[src/rtl/ram_burst_master_pkg.sv]
// Shared types and constants for the RAM burst master and its read-return FIFO.
package ram_burst_master_pkg;

    typedef enum logic [1:0] {
        StIdle,
        StWrite,
        StRead,
        StDrain
    } state_e;

    localparam int unsigned FifoDepth = 2;
    localparam int unsigned FifoCntW  = $clog2(FifoDepth + 1);

endpackage

[src/rtl/ram_burst_master_if.sv]
// Command, write-stream, read-stream and RAM-port signals of the burst master.
interface ram_burst_master_if #(
    parameter int unsigned ADDR_W = 8,
    parameter int unsigned DATA_W = 8
);
    logic              cmd_valid;
    logic              cmd_ready;
    logic              cmd_write;
    logic [ADDR_W-1:0] cmd_addr;
    logic [ADDR_W-1:0] cmd_len;

    logic              wr_valid;
    logic              wr_ready;
    logic [DATA_W-1:0] wr_data;

    logic              rd_valid;
    logic              rd_ready;
    logic [DATA_W-1:0] rd_data;

    logic              done;

    logic              ram_do_read;
    logic [ADDR_W-1:0] ram_read_addr;
    logic [DATA_W-1:0] ram_read_data;
    logic              ram_do_write;
    logic [ADDR_W-1:0] ram_write_addr;
    logic [DATA_W-1:0] ram_write_data;

    modport master (
        input  cmd_valid, cmd_write, cmd_addr, cmd_len,
        input  wr_valid, wr_data,
        input  rd_ready,
        input  ram_read_data,
        output cmd_ready, wr_ready, rd_valid, rd_data, done,
        output ram_do_read, ram_read_addr, ram_do_write, ram_write_addr, ram_write_data
    );

    modport slave (
        output cmd_valid, cmd_write, cmd_addr, cmd_len,
        output wr_valid, wr_data,
        output rd_ready,
        output ram_read_data,
        input  cmd_ready, wr_ready, rd_valid, rd_data, done,
        input  ram_do_read, ram_read_addr, ram_do_write, ram_write_addr, ram_write_data
    );

endinterface

[src/rtl/ram_burst_master_byte_skid_fifo.sv]
// Small FIFO catching RAM read returns so the read stream can stall without losing data.
module byte_skid_fifo
    import ram_burst_master_pkg::*;
#(
    parameter int unsigned DATA_W = 8
) (
    input  logic                clk,
    input  logic                rst_n,
    input  logic                push,
    input  logic [DATA_W-1:0]   push_data,
    input  logic                pop,
    output logic [DATA_W-1:0]   head,
    output logic [FifoCntW-1:0] count
);

    localparam int unsigned PtrW = (FifoDepth > 1) ? $clog2(FifoDepth) : 1;

    logic [DATA_W-1:0]   mem_q [FifoDepth];
    logic [PtrW-1:0]     wr_ptr_q;
    logic [PtrW-1:0]     rd_ptr_q;
    logic [FifoCntW-1:0] count_q;
    logic                do_pop;

    function automatic logic [PtrW-1:0] ptr_inc(input logic [PtrW-1:0] p);
        return (p == PtrW'(FifoDepth - 1)) ? '0 : p + PtrW'(1);
    endfunction

    assign do_pop = pop && (count_q != '0);

    always_ff @(posedge clk or negedge rst_n) begin
        if (!rst_n) begin
            for (int i = 0; i < FifoDepth; i++) begin
                mem_q[i] <= '0;
            end
            wr_ptr_q <= '0;
            rd_ptr_q <= '0;
            count_q  <= '0;
        end else begin
            if (push) begin
                mem_q[wr_ptr_q] <= push_data;
                wr_ptr_q        <= ptr_inc(wr_ptr_q);
            end
            if (do_pop) begin
                rd_ptr_q <= ptr_inc(rd_ptr_q);
            end
            count_q <= count_q + FifoCntW'(push) - FifoCntW'(do_pop);
        end
    end

    always_comb begin
        head  = mem_q[rd_ptr_q];
        count = count_q;
    end

endmodule

[src/rtl/ram_burst_master.sv]
// Burst controller for the 256x8 on-chip RAM: streams bytes in for write bursts and
// out for read bursts, hiding the RAM's one-cycle read latency behind a 2-entry FIFO.
module ram_burst_master
    import ram_burst_master_pkg::*;
#(
    parameter int unsigned ADDR_W = 8,
    parameter int unsigned DATA_W = 8
) (
    input logic               clk,
    input logic               rst_n,
    ram_burst_master_if.master bus
);

    localparam int unsigned OccW = FifoCntW + 1;

    state_e              state_q, state_d;
    logic [ADDR_W-1:0]   addr_q, addr_d;
    logic [ADDR_W-1:0]   count_q, count_d;
    logic                inflight_q;
    logic                ram_do_write_q;
    logic [ADDR_W-1:0]   ram_write_addr_q;
    logic [DATA_W-1:0]   ram_write_data_q;
    logic [ADDR_W-1:0]   read_addr_hold_q;

    logic                wr_hs;
    logic                issue;
    logic                pop;
    logic                drained;
    logic [FifoCntW-1:0] fifo_count;
    logic [DATA_W-1:0]   fifo_head;
    logic [OccW-1:0]     occ;

    assign wr_hs   = (state_q == StWrite) && bus.wr_valid;
    assign pop     = bus.rd_ready && (fifo_count != '0);
    assign drained = !inflight_q && !ram_do_write_q;

    // Credit counts the byte leaving the FIFO this cycle as already gone, so a new read
    // can be issued alongside a pop and the stream keeps one byte per cycle.
    assign occ   = OccW'(fifo_count) + OccW'(inflight_q) - OccW'(pop);
    assign issue = (state_q == StRead) && (occ < OccW'(FifoDepth));

    byte_skid_fifo #(
        .DATA_W (DATA_W)
    ) u_fifo (
        .clk       (clk),
        .rst_n     (rst_n),
        .push      (inflight_q),
        .push_data (bus.ram_read_data),
        .pop       (pop),
        .head      (fifo_head),
        .count     (fifo_count)
    );

    always_ff @(posedge clk or negedge rst_n) begin
        if (!rst_n) begin
            state_q <= StIdle;
        end else begin
            state_q <= state_d;
        end
    end

    always_comb begin
        state_d = state_q;
        addr_d  = addr_q;
        count_d = count_q;
        unique case (state_q)
            StIdle: begin
                if (bus.cmd_valid) begin
                    addr_d  = bus.cmd_addr;
                    count_d = bus.cmd_len;
                    state_d = bus.cmd_write ? StWrite : StRead;
                end
            end
            StWrite, StRead: begin
                if (wr_hs || issue) begin
                    addr_d  = addr_q + ADDR_W'(1);
                    count_d = count_q - ADDR_W'(1);
                    if (count_q == '0) begin
                        state_d = StDrain;
                    end
                end
            end
            StDrain: begin
                if (drained) begin
                    state_d = StIdle;
                end
            end
            default: state_d = StIdle;
        endcase
    end

    always_comb begin
        bus.cmd_ready      = (state_q == StIdle);
        bus.wr_ready       = (state_q == StWrite);
        bus.rd_valid       = (fifo_count != '0);
        bus.rd_data        = fifo_head;
        bus.done           = (state_q == StDrain) && drained;
        bus.ram_do_read    = issue;
        bus.ram_read_addr  = issue ? addr_q : read_addr_hold_q;
        bus.ram_do_write   = ram_do_write_q;
        bus.ram_write_addr = ram_write_addr_q;
        bus.ram_write_data = ram_write_data_q;
    end

    always_ff @(posedge clk or negedge rst_n) begin
        if (!rst_n) begin
            addr_q           <= '0;
            count_q          <= '0;
            inflight_q       <= 1'b0;
            ram_do_write_q   <= 1'b0;
            ram_write_addr_q <= '0;
            ram_write_data_q <= '0;
            read_addr_hold_q <= '0;
        end else begin
            addr_q         <= addr_d;
            count_q        <= count_d;
            inflight_q     <= issue;
            ram_do_write_q <= wr_hs;
            if (wr_hs) begin
                ram_write_addr_q <= addr_q;
                ram_write_data_q <= bus.wr_data;
            end
            if (issue) begin
                read_addr_hold_q <= addr_q;
            end
        end
    end

endmodule

[src/flat_wrapper.sv]
// flat-port wrapper written by rule: the top's interface ports become plain ports
module ram_burst_master_flat import ram_burst_master_pkg::*;
#(
    parameter int unsigned ADDR_W = 8,
    parameter int unsigned DATA_W = 8
)
  (clk, rst_n, bus_cmd_valid, bus_cmd_write, bus_cmd_addr, bus_cmd_len, bus_wr_valid, bus_wr_data, bus_rd_ready, bus_ram_read_data, bus_cmd_ready, bus_wr_ready, bus_rd_valid, bus_rd_data, bus_done, bus_ram_do_read, bus_ram_read_addr, bus_ram_do_write, bus_ram_write_addr, bus_ram_write_data);
  ram_burst_master_if #(.ADDR_W(ADDR_W), .DATA_W(DATA_W)) bus_i ();
  input logic clk;
  input logic rst_n;
  input wire logic [$bits(bus_i.cmd_valid)-1:0] bus_cmd_valid;
  input wire logic [$bits(bus_i.cmd_write)-1:0] bus_cmd_write;
  input wire logic [$bits(bus_i.cmd_addr)-1:0] bus_cmd_addr;
  input wire logic [$bits(bus_i.cmd_len)-1:0] bus_cmd_len;
  input wire logic [$bits(bus_i.wr_valid)-1:0] bus_wr_valid;
  input wire logic [$bits(bus_i.wr_data)-1:0] bus_wr_data;
  input wire logic [$bits(bus_i.rd_ready)-1:0] bus_rd_ready;
  input wire logic [$bits(bus_i.ram_read_data)-1:0] bus_ram_read_data;
  output wire logic [$bits(bus_i.cmd_ready)-1:0] bus_cmd_ready;
  output wire logic [$bits(bus_i.wr_ready)-1:0] bus_wr_ready;
  output wire logic [$bits(bus_i.rd_valid)-1:0] bus_rd_valid;
  output wire logic [$bits(bus_i.rd_data)-1:0] bus_rd_data;
  output wire logic [$bits(bus_i.done)-1:0] bus_done;
  output wire logic [$bits(bus_i.ram_do_read)-1:0] bus_ram_do_read;
  output wire logic [$bits(bus_i.ram_read_addr)-1:0] bus_ram_read_addr;
  output wire logic [$bits(bus_i.ram_do_write)-1:0] bus_ram_do_write;
  output wire logic [$bits(bus_i.ram_write_addr)-1:0] bus_ram_write_addr;
  output wire logic [$bits(bus_i.ram_write_data)-1:0] bus_ram_write_data;
  assign bus_i.cmd_valid = bus_cmd_valid;
  assign bus_i.cmd_write = bus_cmd_write;
  assign bus_i.cmd_addr = bus_cmd_addr;
  assign bus_i.cmd_len = bus_cmd_len;
  assign bus_i.wr_valid = bus_wr_valid;
  assign bus_i.wr_data = bus_wr_data;
  assign bus_i.rd_ready = bus_rd_ready;
  assign bus_i.ram_read_data = bus_ram_read_data;
  assign bus_cmd_ready = bus_i.cmd_ready;
  assign bus_wr_ready = bus_i.wr_ready;
  assign bus_rd_valid = bus_i.rd_valid;
  assign bus_rd_data = bus_i.rd_data;
  assign bus_done = bus_i.done;
  assign bus_ram_do_read = bus_i.ram_do_read;
  assign bus_ram_read_addr = bus_i.ram_read_addr;
  assign bus_ram_do_write = bus_i.ram_do_write;
  assign bus_ram_write_addr = bus_i.ram_write_addr;
  assign bus_ram_write_data = bus_i.ram_write_data;
  ram_burst_master #(.ADDR_W(ADDR_W), .DATA_W(DATA_W)) u_core (.clk(clk), .rst_n(rst_n), .bus(bus_i));
endmodule
[config.mk]
export PLATFORM = sky130hd
export DESIGN_NAME = ram_burst_master_flat
export DESIGN_NICKNAME = d
export VERILOG_FILES = /design/src/rtl/ram_burst_master_pkg.sv /design/src/rtl/ram_burst_master_if.sv /design/src/rtl/ram_burst_master_byte_skid_fifo.sv /design/src/rtl/ram_burst_master.sv /design/src/flat_wrapper.sv
export SDC_FILE = /design/constraint.sdc
export NUM_CORES = 1
export LEC_CHECK = 0
export CAP_MARGIN = 15
export CORE_ASPECT_RATIO = 1.1
export CORE_MARGIN = 3
export CORE_UTILIZATION = 53
export DETAILED_ROUTE_END_ITERATION = 12
export HOLD_SLACK_MARGIN = 0.15
export PLACE_DENSITY = 0.83
export SLEW_MARGIN = 0
export SYNTH_ARGS = -nofsm -noshare
export SYNTH_HDL_FRONTEND = slang
export SYNTH_SLANG_ARGS = --single-unit
[constraint.sdc]
create_clock -name clk -period 7.4 [get_ports clk]
set_input_delay 1.85 -clock clk [delete_from_list [all_inputs] [get_ports clk]]
set_output_delay 1.85 -clock clk [all_outputs]
set_load 0.03 [all_outputs]
; ---- After elaboration in Yosys (flattened, before gate mapping)
; Index checks and enable logic that the tools add are counted.
[word_totals]
regBits = 64
[classes]
addsub = 8
order_cmp = 4
n_eq_ne = 7
mux = 21
bitwise = 2
reduce_logical = 17
[op_table]
columns = operator, count
row1 = 2-to-1 mux 8 bit, 9
row2 = one-hot mux 8 bit (2 select lines), 2
row3 = bitwise mux 16 bit, 1
row4 = 2-to-1 mux 2 bit, 5
row5 = adder 8 x 1 -> 8 bit (second input constant), 1
row6 = demux 8 bit (select 1 bit), 1
row7 = zero test 8 bit, 1
row8 = subtractor 8 x 1 -> 8 bit (second input constant), 1
row9 = logical AND 1 bit, 7
row10 = != test 2 x 1 -> 1 bit (second input constant), 3
row11 = one-hot mux 2 bit (3 select lines), 1
row12 = == test 2 bit (second input constant), 2
row13 = greater-or-equal comparator 2 bit (second input constant), 2
row14 = NOT 1 -> 2 bit, 2
row15 = AND reduction 4 bit, 1
row16 = nonzero test 2 bit, 2
row17 = adder 2 x 1 -> 3 bit, 1
row18 = less-than comparator 3 x 2 -> 1 bit (second input constant), 1
row19 = AND reduction 3 bit, 1
row20 = subtractor 3 x 1 -> 3 bit, 1
row21 = adder 1 bit (second input constant), 2
row22 = adder 2 x 1 -> 2 bit, 1
row23 = == test 2 x 1 -> 1 bit (second input constant), 1
row24 = zero test 1 bit, 2
row25 = other kinds (7), 8

; ---- Logic depth before layout (Yosys ltp)
; Gate-level depths: netlist of run 1.
[depth]
word_depth = 8
ltp_mapped = 12
depth_no_buf = 11

; ---- Hierarchy
; A second synthesis of run 1 with hierarchy kept.
[unflattened]
cells_unflattened = 272
hier_area_um2 = 3223.1
[by_module_without_submodules]
columns = module, n_inst, cells_per_inst, area_each_um2, seq_area_each_um2
row1 = ram_burst_master, 1, 215, 2316.0, 1101.1
row2 = byte_skid_fifo, 1, 57, 907.1, 500.5

; ---- Worst setup path before layout of run 1
; Ideal clock, no wire load.
[synth_path]
path_type = input-to-output
startpoint = input port bus_rd_ready
endpoint = output port bus_ram_read_addr[0]
arrival_time_ns = 4.116
path_slack_ns = 1.434
stages = 9
n_path_buf = 0
cell_sequence = and2_1 -> ha_1 -> inv_1 -> ha_1 -> inv_1 -> fa_1 -> nand2_1 -> nor2_2 -> mux2_2
[synth_between]
elab_chain_cells = 5
[synth_rtl]
columns = item, line
row1 = "start, declared", flat_wrapper.sv:17  ; input wire logic [$bits(bus_i.rd_ready)-1:0] bus_rd_ready;
row2 = logical AND 1 bit, ram_burst_master.sv:34  ; assign pop = bus.rd_ready && (fifo_count != '0);
row3 = subtractor 3 x 1 -> 3 bit, ram_burst_master.sv:39  ; assign occ = OccW'(fifo_count) + OccW'(inflight_q) - OccW'(pop);
row4 = less-than comparator 3 x 2 -> 1 bit, ram_burst_master.sv:40  ; assign issue = (state_q == StRead) && (occ < OccW'(FifoDepth));
row5 = logical AND 1 bit, ram_burst_master.sv:40
row6 = via bus_ram_do_read, flat_wrapper.sv:24  ; output wire logic [$bits(bus_i.ram_do_read)-1:0] bus_ram_do_read;
row7 = 2-to-1 mux 8 bit, n/a
row8 = "end, declared", flat_wrapper.sv:25  ; output wire logic [$bits(bus_i.ram_read_addr)-1:0] bus_ram_read_addr;
; The timed path passes the listed nets, and every way through them passes these cells.

; ---- Worst setup path after layout of run 1
[layout_path]
startpoint = input port bus_rd_ready
endpoint = output port bus_ram_read_addr[7]
[layout_between]
elab_chain_cells = 5
[layout_rtl]
columns = item, line
row1 = logical AND 1 bit, ram_burst_master.sv:34
row2 = subtractor 3 x 1 -> 3 bit, ram_burst_master.sv:39
row3 = less-than comparator 3 x 2 -> 1 bit, ram_burst_master.sv:40
row4 = logical AND 1 bit, ram_burst_master.sv:40
row5 = 2-to-1 mux 8 bit, n/a
; Every way passes these cells.

==> results of run 1 <==
stage by stage:
step	cells	hold slack, ns	total power [W]	utilization
after floorplan	275	0.458	0.00158	-
after global placement	415	0.473	0.00197	0.711
after detailed placement	415	0.475	0.00201	0.711
after CTS	431	0.503	0.00236	0.751
after global routing	431	0.517	0.00251	0.751
final	431	0.502	0.00236	0.751
area by class of cell:
| cell class | count | area share |
|---|---|---|
| flip-flops and latches | 64 | 0.383 |
| multi-input cells | 186 | 0.347 |
| repair buffers | 78 | 0.184 |
| clock buffers | 11 | 0.0338 |
| well taps | 75 | 0.0224 |
| clock inverters | 5 | 0.0192 |
| inverters | 12 | 0.0108 |
placed cells by master, fill, tap and decap left out, types with 7 or more instances in the layout:
cell type and count:
clkdlybuf4s50_1 74, dfrtp_1 64, mux2_2 48, a21oi_1 23
nand3_1 13, inv_1 11, clkbuf_8 10, nand2_1 9
ha_1 9, o21ai_0 7
metal layers:
| metal | wire (um) | GRT usage | up-vias |
|---|---|---|---|
| met5 | 0 | 0 | - |
| met4 | 67 | 0.100 | 0 |
| li1 | - | - | 1167 |
| met2 | 3550 | 0.342 | 90 |
| met3 | 492 | 0.0507 | 6 |
| met1 | 3240 | 0.300 | 1213 |
state kept, by name, summed over array words and instances, names as in the netlist:
signal / cells
u_core.bus.ram_do_write: 1
u_core.u_fifo.wr_ptr_q: 1
u_core.u_fifo.mem_q: 16
u_core.u_fifo.count: 2
u_core.state_q: 2
u_core.bus.ram_write_data: 8
u_core.read_addr_hold_q: 8
u_core.addr_q: 8
u_core.count_q: 8
u_core.inflight_q: 1
u_core.u_fifo.rd_ptr_q: 1
u_core.bus.ram_write_addr: 8
where the power goes:
group	total (W)	leakage, nW	internal (W)	switching [W]
registers	0.000670	0.754	0.000532	0.000138
logic	0.00135	0.876	0.000584	0.000764
clock network	0.000338	0.106	0.000198	0.000140
worst max-delay path by stage:
stage / slack (ns) / endpoint / depth (start not counted)
2_1_floorplan: 1.43 / bus_ram_read_addr[0] / 9
3_3_place_gp: 0.54 / bus_ram_read_addr[6] / 11
3_5_place_dp: 0.40 / bus_ram_read_addr[6] / 11
4_1_cts: 0.32 / bus_ram_read_addr[7] / 11
5_1_grt: 0.24 / bus_ram_read_addr[7] / 11
6_report: 0.38 / bus_ram_read_addr[7] / 11
logic make-up (layout without fill, tap and decap cells):
group / after synthesis / in the layout / share of synthesized area
fa+ha+maj: 10 / 10 / 0.0419
buf+inv: 25 / 106 / 0.0344
mux: 51 / 51 / 0.180
flops: 64 / 64 / 0.507
simple gates: 63 / 63 / 0.112
compound gates: 59 / 59 / 0.117
xor+xnor: 3 / 3 / 0.00831
critical path: stages:
cell             delay, ns
clkdlybuf4s50_1       0.40
and2_1                0.16
ha_1                  0.31
inv_1                 0.08
ha_1                  0.15
inv_1                 0.05
fa_1                  0.54
nand2_1               0.14
nor2_2                0.47
mux2_2                0.42
clkdlybuf4s50_1       0.61
==> run_results.csv, run 1 <==
group,metric,value,unit
routing,drt_iter0_markers,138,
yosys,synthesis.nets,323,
flow_run,cap_violations,0,
critical_path,r2r_slack,3.89,ns
yosys,ys_seq_area_frac,0.507,
place,io_buffer_count,75,
global_route,grt_pass1_wl,11.9,mm
timing,hold_viol,0,
yosys,synth-edff-count,0,
clock_tree,cts-root-buf,"clkbuf_8",
yosys,ys_async_sr_fraction,1.00,
place,gp_congestion,0.891,
critical_path,critical_path.endpoint_type,"output pin",
global_route,antenna_found_initial,0,
yosys,yosys.area.top_type_share,0.507,
timing,slew_violations,0,
timing,finalSetupTns,0,ns
routing,routedWlPerCell,17.0,um
critical_path,crit_type,"input port to output pin",
clock_tree,ctsHtreeMaxLevel,3,
timing,finalCritPeriodShare,0.949,
global_route,overflow,0,
run_status,status,"finished clean",
pwr,p_per_area,563,mW/mm2
die,die_w,79.6,um
timing,finClkSkew,0.00550,ns
critical_path,worstReg2RegStart,"u_core.u_fifo.count[1]$_DFF_PN0_",
hold_path,min-delay-start,"u_core.read_addr_hold_q[5]$_DFF_PN0_",
hold_path,holdPathStages,1,
yosys,synth.area.top_cells,"dfrtp_1, mux2_2, a21oi_1, ha_1, nand3_1",
clock_tree,cts_tree,"built",
finish,fin_nets,399,
clock_tree,cts_inserted_buffers,9,
timing,rsz0062_at_grt,"false",
finish,regArea,0.00160,mm2
clock_tree,cts_resized,0,
routing,routed_wl,7.34,mm
routing,ant_nets,0,
die,start_util,0.568,
finish,stdcell_area,0.00418,mm2
critical_path,crit_required,5.55,ns
place,post-dp-hpwl,5.05,mm
clock_tree,clockBufferDepth,2,
clock_tree,cts_hold_buf,0,
routing,drc,0,
critical_path,worstPathArrival,5.17,ns
die,core,0.00557,mm2
finish,drive_gt1_frac,0.208,
clock_tree,cts_setup_buffers,0,
critical_path,reg2reg_depth,12,
pwr,p_leak,1.74,nW
finish,antenna_cells,0,
timing,postLayoutSetupSlackWorst,0.375,ns
die,dieArea,0.00693,mm2
routing,drtPass1Iterations,4,
yosys,synth_top_cell_by_area,"dfrtp_1",
yosys,netlist_instances,275,
routing,avgViaCountPerCell,5.74,
timing,slew_headroom,0.470,
finish,multi_input_area,0.00145,mm2
yosys,yosys_most_used_dff,"dfrtp_1",
critical_path,rr_endpoint,"u_core.count_q[4]$_DFFE_PN0P_",
yosys,ys_seq_elements,64,
die,rows,28,
global_route,grtUsageTotal,0.222,
routing,vias,2476,
hold_path,whs_endpoint,"u_core.read_addr_hold_q[5]$_DFF_PN0_",
die,ios,76,
critical_path,crit_path_max_fanout,10,
critical_path,cp-startpoint,"bus_rd_ready",
timing,min_period,7.02,ns
place,pre_cts_slack,0.398,ns
timing,timing.fmax,142,MHz
yosys,avgSynthCellArea,11.5,um2
die,die-height,87.0,um
yosys,synth_area,0.00316,mm2
pwr,vdd_drop_max,340,uV
global_route,grt_max_degree,65,
clock_tree,clk_latency,0.34,ns
place,dpl_cell_area,0.00396,mm2
timing,worst_slew_pin_slew,0.794,ns
finish,num-fill-cells,376,
yosys,synth_commonest_cells,"dfrtp_1, mux2_2, a21oi_1, nand3_1, inv_1",
yosys,ys_types,45,
clock_tree,cts_sinks,64,
clock_tree,clk_pin_slew,0.07,ns
hold_path,min_path_type,"flip-flop to flip-flop",
timing,setup_viol,0,
global_route,grt_pass1_vias,2437,
finish,area_delta_synth_final,32.3,%
yosys,yosysMostFrequentCell,"dfrtp_1",
critical_path,startpoint_type,"input port",
yosys,synth_warnings,0,
Power figures use the tool's default switching activity.
==> inputs of run 2 (changes only) <==
ABC_AREA = 1   (was default)
CORE_UTILIZATION = 54   (was 53)
==> run_results.csv, run 2 <==
group,metric,value,unit
run_status,status,"finished clean",
routing,vias,2793,
die,start_util,0.561,
finish,antenna_cells,0,
clock_tree,clk_latency,0.33,ns
timing,hold_viol,0,
finish,multi_input_area,0.00139,mm2
yosys,synth_commonest_cells,"nand2_1, dfrtp_1, inv_1, o21ai_0, nor2_1",
routing,wl_met3,469,um
yosys,synth_area,0.00326,mm2
place,dp_cells,549,
routing,top_layer,"met4",
clock_tree,cts_setup_buffers,0,
global_route,grt_max_degree,65,
timing,finalCritPeriodShare,0.901,
routing,drc,0,
clock_tree,cts_resized,0,
clock_tree,cts_sinks,64,
global_route,grt_pass1_wl,11.7,mm
finish,num-fill-cells,456,
timing,worst_slew_pin_slew,0.800,ns
die,core,0.00581,mm2
yosys,synth.area.top_cells,"dfrtp_1, nand2_1, o21ai_0, inv_1, ha_1",
clock_tree,cts-root-buf,"clkbuf_8",
critical_path,crit_path_max_fanout,18,
routing,ant_nets,0,
clock_tree,clk_pin_slew,0.07,ns
die,die_w,80.1,um
yosys,ys_types,28,
routing,drtPass1Iterations,4,
place,io_buffer_count,75,
finish,fin_nets,531,
die,rows,29,
timing,slew_headroom,0.467,
global_route,antenna_found_initial,0,
critical_path,crit_required,5.55,ns
routing,routed_wl,7.03,mm
critical_path,critPathSlowestCell,"clkdlybuf4s50_1",
critical_path,cp_cell_sequence,"clkdlybuf4s50_1, nand2_1, inv_1, ha_1, inv_1, ha_1, inv_1, fa_1, nand2_1, clkinv_1, nand3_4, o21ai_0, clkdlybuf4s50_1",
pwr,p_per_area,521,mW/mm2
timing,min_period,6.67,ns
yosys,ys_seq_elements,64,
critical_path,path_delay_family,"buffers and inverters",
yosys,synthesis.nets,457,
clock_tree,cts_hold_buf,0,
finish,largest_reg_flops,16,
timing,slew_violations,0,
timing,setup_viol,0,
yosys,netlist_instances,409,
global_route,grtUsageTotal,0.215,
place,pre_cts_slack,0.706,ns
yosys,yosys.area.top_type_share,0.492,
finish,stdcell_area,0.00422,mm2
finish,final_cell_mix,"nand2_1, clkdlybuf4s50_1, dfrtp_1, inv_1, o21ai_0",
clock_tree,cts_inserted_buffers,9,
pwr,power.total,0.00220,W
timing,finClkSkew,0.00949,ns
clock_tree,clockBufferDepth,2,
die,die-height,87.5,um
critical_path,critical_path.endpoint_type,"output pin",
timing,timing.fmax,150,MHz
finish,final_cells,564,
critical_path,critical_path_buf_inv_count,6,
finish,regArea,0.00160,mm2
timing,finalSetupTns,0,ns
yosys,ys_seq_area_frac,0.492,
global_route,grt_pass1_vias,2688,
yosys,avgSynthCellArea,7.97,um2
finish,drive_gt1_frac,0.0986,
critical_path,cpPeakStageDelay,0.73,ns
die,dieArea,0.00700,mm2
timing,postLayoutSetupSlackWorst,0.732,ns
routing,met2_length,3.56,mm
global_route,overflow,0,
routing,routedWlPerCell,12.5,um
flow_run,cap_violations,0,
yosys,synth_top_cell_by_area,"dfrtp_1",
finish,largest_register,"u_core.u_fifo.mem_q",
hold_path,min_path_type,"flip-flop to flip-flop",
finish,final_common_cell,"nand2_1",
clock_tree,cts_tree,"built",
critical_path,worstPathArrival,4.82,ns
yosys,ys_async_sr_fraction,1.00,
pwr,p_leak,2.11,nW
routing,avgViaCountPerCell,4.95,
critical_path,crit_type,"input port to output pin",
yosys,yosys_most_used_dff,"dfrtp_1",
routing,drt-met1-wl,2.98,mm
critical_path,path_common_cell,"inv_1",
place,gp_congestion,0.844,
die,ios,76,
place,post-dp-hpwl,5.10,mm
routing,drt_iter0_markers,172,
clock_tree,ctsHtreeMaxLevel,3,
yosys,synth_warnings,0,
yosys,synth-edff-count,0,
place,dpl_cell_area,0.00402,mm2
pwr,vdd_drop_max,267,uV
timing,rsz0062_at_grt,"false",
finish,area_delta_synth_final,29.6,%
critical_path,startpoint_type,"input port",
yosys,yosysMostFrequentCell,"nand2_1",
[run 2: kinds of logic after synthesis]
kind of cell    share of synthesized area
flops                               0.492
buf+inv                            0.0810
compound gates                     0.0902
fa+ha+maj                          0.0407
simple gates                        0.294
xor+xnor                          0.00269
[run 2: tightest hold or removal path, stage by stage (launching register included)]
cell     delay [ns]
dfrtp_1        0.35
nand2_1        0.05
nand2_1        0.06
[run 2: per-stage QoR]
step,hold slack [ns],util
after floorplan,0.453,-
after global placement,0.462,0.692
after detailed placement,0.469,0.692
after CTS,0.487,0.727
after global routing,0.512,0.727
final,0.488,0.727
[run 2: path summary, 6_finish.rpt]
| path | from | endpoint | slack [ns] | cells past startpoint |
|---|---|---|---|---|
| worst min register to register | u_core.bus.ram_write_data[0]$_DFFE_PN0P_ | u_core.bus.ram_write_data[0]$_DFFE_PN0P_ | 0.49 | 2 |
| worst min-delay path | u_core.bus.ram_write_data[0]$_DFFE_PN0P_ | u_core.bus.ram_write_data[0]$_DFFE_PN0P_ | 0.49 | 2 |
| worst max-delay path | bus_rd_ready | bus_ram_read_addr[1] | 0.73 | 13 |
| worst max register to register | u_core.u_fifo.count[1]$_DFF_PN0_ | u_core.addr_q[1]$_DFFE_PN0P_ | 4.29 | 16 |
| min in group asynchronous | rst_n | u_core.inflight_q$_DFF_PN0_ | 1.68 | 2 |
| max in group asynchronous | rst_n | u_core.count_q[0]$_DFFE_PN0P_ | 5.19 | 2 |
[run 2: power breakdown]
| part | total (W) | switching [W] | internal (W) |
|---|---|---|---|
| clock network | 0.000304 | 0.000131 | 0.000173 |
| logic | 0.00126 | 0.000797 | 0.000462 |
| registers | 0.000636 | 0.000117 | 0.000519 |
[run 2: metal layers]
metal | track usage | vias to the layer above
li1 | - | 1421
met1 | 0.258 | 1280
met2 | 0.368 | 90
met3 | 0.0704 | 2
met4 | 0.0630 | 0
met5 | 0 | -
[run 2: cell type report]
class | instances | area share
Multi-Input combinational cell | 287 | 0.330
Clock buffer | 11 | 0.0359
Clock inverter | 4 | 0.0127
Timing Repair Buffer | 76 | 0.178
Sequential cell | 64 | 0.379
Inverter | 45 | 0.0412
Tap cell | 77 | 0.0228
